**config.mk**
```make
export PLATFORM = sky130hd
export DESIGN_NAME = ioblock_cfg_ctrl
export DESIGN_NICKNAME = d
export VERILOG_FILES = /design/src/rtl/ioblock_cfg_pkg.sv /design/src/rtl/ioblock_cfg_shadow.sv /design/src/rtl/ioblock_cfg_ctrl.sv
export SDC_FILE = /design/constraint.sdc
export NUM_CORES = 1
export LEC_CHECK = 0
export CORE_MARGIN = 1
export CORE_UTILIZATION = 30
export DETAILED_ROUTE_END_ITERATION = 8
export SYNTH_ARGS = -nofsm -noshare
export SYNTH_HDL_FRONTEND = slang
export SYNTH_HIERARCHICAL = 1
export SYNTH_SLANG_ARGS = --single-unit
```
**constraint.sdc**
```tcl
create_clock -name IOCLK -period 2.2 [get_ports IOCLK]
set_clock_uncertainty 0.15 [all_clocks]
set_input_delay 0.22 -clock IOCLK [delete_from_list [all_inputs] [get_ports IOCLK]]
set_output_delay 0.22 -clock IOCLK [all_outputs]
set_load 0.01 [all_outputs]
```
**src/rtl/ioblock_cfg_pkg.sv**
```systemverilog
// Shared types and constants for the I/O block configuration controller.
// Config word layout: [1:0] TSMUX code, [2] DORREG.
package ioblock_cfg_pkg;

  typedef enum logic [1:0] {
    ST_IDLE   = 2'd0,
    ST_LOAD   = 2'd1,
    ST_COMMIT = 2'd2
  } state_t;

  localparam logic [1:0] TSMUX_HIZ   = 2'b00;
  localparam logic [1:0] TSMUX_TSCTL = 2'b01;
  localparam logic [1:0] TSMUX_DRV   = 2'b11;

  localparam int CFG_W          = 3;
  localparam int CFG_TSMUX_LSB  = 0;
  localparam int CFG_TSMUX_W    = 2;
  localparam int CFG_DORREG_BIT = 2;

endpackage

```
**src/rtl/ioblock_cfg_shadow.sv**
```systemverilog
// NUM_IOB x 3-bit shadow register file: one indexed write port, all
// entries visible in parallel for the atomic commit.
import ioblock_cfg_pkg::*;

module ioblock_cfg_shadow #(
  parameter int NUM_IOB = 8,
  parameter int CNT_W   = 6
) (
  input  logic                       clk,
  input  logic                       rst,
  input  logic                       we,
  input  logic [CNT_W-1:0]           waddr,
  input  logic [CFG_W-1:0]           wdata,
  output logic [CFG_W*NUM_IOB-1:0]   rdata
);

  logic [CFG_W*NUM_IOB-1:0] mem_q;

  always_ff @(posedge clk) begin
    if (rst) begin
      mem_q <= '0;
    end else begin
      for (int k = 0; k < NUM_IOB; k++) begin
        if (we && (waddr == CNT_W'(k))) mem_q[CFG_W*k +: CFG_W] <= wdata;
      end
    end
  end

  assign rdata = mem_q;

endmodule

```
**src/rtl/ioblock_cfg_ctrl.sv**
```systemverilog
// Framed configuration loader with atomic commit to the live TSMUX/DORREG buses.
// Optional per-word parity check enabled by defining IOCFG_PARITY_EN.
import ioblock_cfg_pkg::*;

module ioblock_cfg_ctrl #(
  parameter int NUM_IOB = 8,
  parameter int CNT_W   = 6
) (
  input  logic                   IOCLK,
  input  logic                   RST,
  input  logic                   CFG_START,
  input  logic                   CFG_ABORT,
  input  logic                   CFG_VALID,
  output logic                   CFG_READY,
  input  logic [2:0]             CFG_DATA,
  input  logic                   CFG_PAR,
  output logic [2*NUM_IOB-1:0]   TSMUX_OUT,
  output logic [NUM_IOB-1:0]     DORREG_OUT,
  output logic                   BUSY,
  output logic                   DONE,
  output logic                   ERR,
  output logic [CNT_W-1:0]       LOAD_CNT,
  output state_t                 CFG_STATE
);

  localparam logic [CNT_W-1:0] CNT_FULL = CNT_W'(NUM_IOB);
  localparam logic [CNT_W-1:0] CNT_LAST = CNT_W'(NUM_IOB - 1);

  state_t state_q, state_d;
  logic   cfg_ready, wr_en, cnt_clr, err_set, err_clr, commit, par_err;
  logic [CFG_W*NUM_IOB-1:0] shadow;
  logic [2*NUM_IOB-1:0]     tsmux_d;
  logic [NUM_IOB-1:0]       dorreg_d;

`ifdef IOCFG_PARITY_EN
  assign par_err = ^{CFG_PAR, CFG_DATA};
`else
  logic unused_par;
  assign unused_par = CFG_PAR;
  assign par_err    = 1'b0;
`endif

  always_ff @(posedge IOCLK) begin
    if (RST) state_q <= ST_IDLE;
    else     state_q <= state_d;
  end

  // Handshake: a word transfers on a rising edge where CFG_VALID && CFG_READY.
  // CFG_READY is withheld whenever START/ABORT/RST win the cycle, so a
  // presented word is never silently dropped while READY is high.
  always_comb begin
    state_d   = state_q;
    cfg_ready = 1'b0;
    wr_en     = 1'b0;
    cnt_clr   = 1'b0;
    err_set   = 1'b0;
    err_clr   = 1'b0;
    commit    = 1'b0;
    case (state_q)
      ST_IDLE: begin
        if (CFG_START) begin
          state_d = ST_LOAD;
          cnt_clr = 1'b1;
          err_clr = 1'b1;
        end
      end
      ST_LOAD: begin
        if (CFG_ABORT) begin
          state_d = ST_IDLE;
          err_set = 1'b1;
        end else if (CFG_START) begin
          cnt_clr = 1'b1;
          err_set = 1'b1;
        end else begin
          cfg_ready = (LOAD_CNT < CNT_FULL);
          if (CFG_VALID && cfg_ready) begin
            if (par_err) begin
              state_d = ST_IDLE;
              err_set = 1'b1;
            end else begin
              wr_en = 1'b1;
              if (LOAD_CNT == CNT_LAST) state_d = ST_COMMIT;
            end
          end
        end
      end
      ST_COMMIT: begin
        commit  = 1'b1;
        state_d = ST_IDLE;
      end
      default: state_d = ST_IDLE;
    endcase
    if (RST) begin
      cfg_ready = 1'b0;
      wr_en     = 1'b0;
    end
  end

  ioblock_cfg_shadow #(.NUM_IOB(NUM_IOB), .CNT_W(CNT_W)) u_shadow (
    .clk   (IOCLK),
    .rst   (RST),
    .we    (wr_en),
    .waddr (LOAD_CNT),
    .wdata (CFG_DATA),
    .rdata (shadow)
  );

  for (genvar k = 0; k < NUM_IOB; k++) begin : g_map
    assign tsmux_d[2*k +: 2] = shadow[CFG_W*k + CFG_TSMUX_LSB +: CFG_TSMUX_W];
    assign dorreg_d[k]       = shadow[CFG_W*k + CFG_DORREG_BIT];
  end

  always_ff @(posedge IOCLK) begin
    if (RST) begin
      LOAD_CNT   <= '0;
      ERR        <= 1'b0;
      DONE       <= 1'b0;
      TSMUX_OUT  <= '0;
      DORREG_OUT <= '0;
    end else begin
      if (cnt_clr)    LOAD_CNT <= '0;
      else if (wr_en) LOAD_CNT <= LOAD_CNT + CNT_W'(1);
      if (err_set)      ERR <= 1'b1;
      else if (err_clr) ERR <= 1'b0;
      DONE <= commit;
      // The only path to the live buses: all pins in one edge.
      if (commit) begin
        TSMUX_OUT  <= tsmux_d;
        DORREG_OUT <= dorreg_d;
      end
    end
  end

  assign CFG_READY = cfg_ready;
  assign BUSY      = (state_q != ST_IDLE);
  assign CFG_STATE = state_q;

endmodule
```
==> flow_summary.yaml <==
sta:
  maxSlewHeadroom_pct: 66.2
  setup_tns_ns: 0
  finalCriticalPeriod_ns: 1.99
  setup_ws_ns: 0.215
  hold_viol_final: 0
  tightestPinTransition_ns: 0.507
  slew_viol_final: 0
  finalSetupViolations: 0
  timing.fmax_ghz: 0.504
  grt_setup_unrepaired: "no"
  finalCritPeriodShare_pct: 90.2
floorplanning:
  rows: 31
  die_h_um: 90.0
  start_util_pct: 31.5
  core-area_um2: 7370
  pin_count: 45
  die_width_um: 90.0
  design.die.area_um2: 8100
power_and_ir_drop:
  total_power_w: 0.00200
  ir_worst_vdd_uv: 489
  leakage_nw: 1.21
  power_density_nw_per_um2: 650
yosys:
  yosys-top-cells-area: "dfxtp_1 (50%), mux2i_1 (12%), nand2_1 (8.9%), nand2b_1 (7.5%), a21oi_1 (5.6%)"
  synth-compound-area-share_pct: 8.56
  yosysSeqAreaShare_pct: 50.0
  synth_top_family_by_area: "simple AND/OR/NAND/NOR gates"
  synth_top_area_share_pct: 50.0
  synthSimpleGateAreaFrac_pct: 26.1
  synth_edf_count: 0
  synth_fa_ha_area_share_pct: 0.539
  synthTopCellsByCount: "dfxtp_1 (58), nand2_1 (55), nand2b_1 (28), mux2i_1 (27), a21oi_1 (26)"
  avgSynthCellArea_um2: 9.37
  ys_warn_count: 6
  synth-async-reset-ratio_pct: 0
  synth_area_um2: 2320
  synth.distinct_cells: 38
  synth_most_common_cell: "dfxtp_1"
  synth_top_area_cell: "dfxtp_1"
  synthCells: 248
  synth-seq-cells: 58
  synth_flop_cell: "dfxtp_1"
  syn_nets: 258
  synth_xor_area_share_pct: 0
  synthMuxAreaShare_pct: 11.6
finish:
  finalNonFillerCells: 402
  fin_nets: 309
  diodes: 0
  final_core_util_pct: 41.9
  drive_above_1_share_pct: 11.9
  syn2layout_area_growth_pct: 32.7
setup_path:
  critPathRequiredTime_ns: 2.30
  critPathMaxFanout: 4
  worstSetupEndpointType: "flop"
  worstSetupPathType: "reg2reg"
  start_kind: "flop"
  reg2reg_depth: 5
  crit_arrival_ns: 2.09
clock_network:
  postCtsHoldBufs: 0
  cts_tree: "built"
  clk_latency_ns: 0.33
  post_cts_buffers: 0
  max-clock-path-buffers: 2
  cts_sinks: 58
  clk_pin_slew_worst_paths_ns: 0.06
  cts_buffers: 9
  cts-root-buf: "clkbuf_8"
  h-tree-depth: 3
grt:
  antenna_found_initial: 0
  track_usage_pct: 13.5
  grt_max_degree: 58
  overflow: 0
  grt_pass1_wl_mm: 8.63
  grt_pass1_vias: 1812
worst_hold_path:
  holdPathStages: 2
  hold_path.class: "reg2reg"
route:
  drt_iter0_drc: 64
  num_vias: 1815
  drc_errors: 0
  firstDrtPassIters: 4
  viasPerCell: 4.51
  wirelength_mm: 5.00
  wl_per_cell_um: 12.4
  ant_nets: 0
placement:
  io_buffers: 43
  detailed_place_hpwl_mm: 3.31
  place_congestion: 0.742
  placedCellCount: 387
  place_ws_ns: -0.124
run:
  cap_viol_max_count: 0
run_status:
  status: "finished, final reports clean"
layout make-up:
class / count / area [um^2]
Multi-Input combinational cell: 172 / 1100
Timing Repair Buffer: 55 / 519
Inverter: 3 / 11.3
Fill cell: 786 / 4290
Sequential cell: 58 / 1160
Tap cell: 99 / 124
Clock inverter: 2 / 12.5
Clock buffer: 13 / 159
worst max-delay path: stages, from the launching register on:
cell and delay (ns):
dfxtp_1 0.32, or4b_4 0.57, nor3_4 0.22, buf_4 0.14, and4b_1 0.31, mux2i_1 0.20
layout by cell type (no fill, tap or decap), drive strengths merged, types with 2 or more instances in the layout:
cell type / instances
clkdlybuf4s50: 42
nand4: 2
and2b: 3
buf: 12
nand2: 55
nand2b: 28
mux2i: 27
inv: 3
nand3: 2
nor2: 2
nor4: 2
o211ai: 4
dfxtp: 58
nor3: 2
clkbuf: 13
and2: 3
a21oi: 26
flip-flops by register name, summed over array words and instances (netlist names):
register	flops
DONE	1
u_shadow/rdata	24
LOAD_CNT	6
ERR	1
TSMUX_OUT	16
DORREG_OUT	8
CFG_STATE	2
kinds of logic (layout without fill, tap and decap cells):
family,count (synthesis),count (layout)
and+or+nand+nor,109,109
DFF,58,58
AOI/OAI and AO/OA,35,35
muxes,27,27
buffers and inverters,18,73
adders and majority gates,1,1
power breakdown:
part	switching, W	internal, W
Combinational	0.0000465	0.0000459
Sequential	0.00000257	0.00105
Clock	0.000393	0.000463
path summary, 6_finish.rpt:
| kind | from | to | slack [ns] |
|---|---|---|---|
| setup / recovery | CFG_STATE[1] | u_shadow/rdata[6] | 0.21 |
| hold / removal | DORREG_OUT[6] | DORREG_OUT[6] | 0.30 |
| setup reg to reg | CFG_STATE[1] | u_shadow/rdata[6] | 0.21 |
| hold reg to reg | DORREG_OUT[6] | DORREG_OUT[6] | 0.30 |
routing by layer:
metal / wire length [um] / track usage, %
met5: 0 / 0
met4: 97 / 5.38
met3: 189 / 4.06
met2: 2230 / 20.9
met1: 2480 / 17.5
timing repair:
| action | 4_1_cts | 5_1_grt |
|---|---|---|
| gates resized for setup | 2 | 1 |
| pin swaps | 0 | 0 |
| endpoints found under the setup margin | 1 | 6 |
per-stage QoR:
stage	instance area (um^2)	hold WS, ns
after detailed placement	2910	0.296
final	3080	0.302
after global placement	2910	0.293
after floorplan	2320	0.217
after CTS	3080	0.307
after global routing	3080	0.314
(Power assumes the default switching activity.)
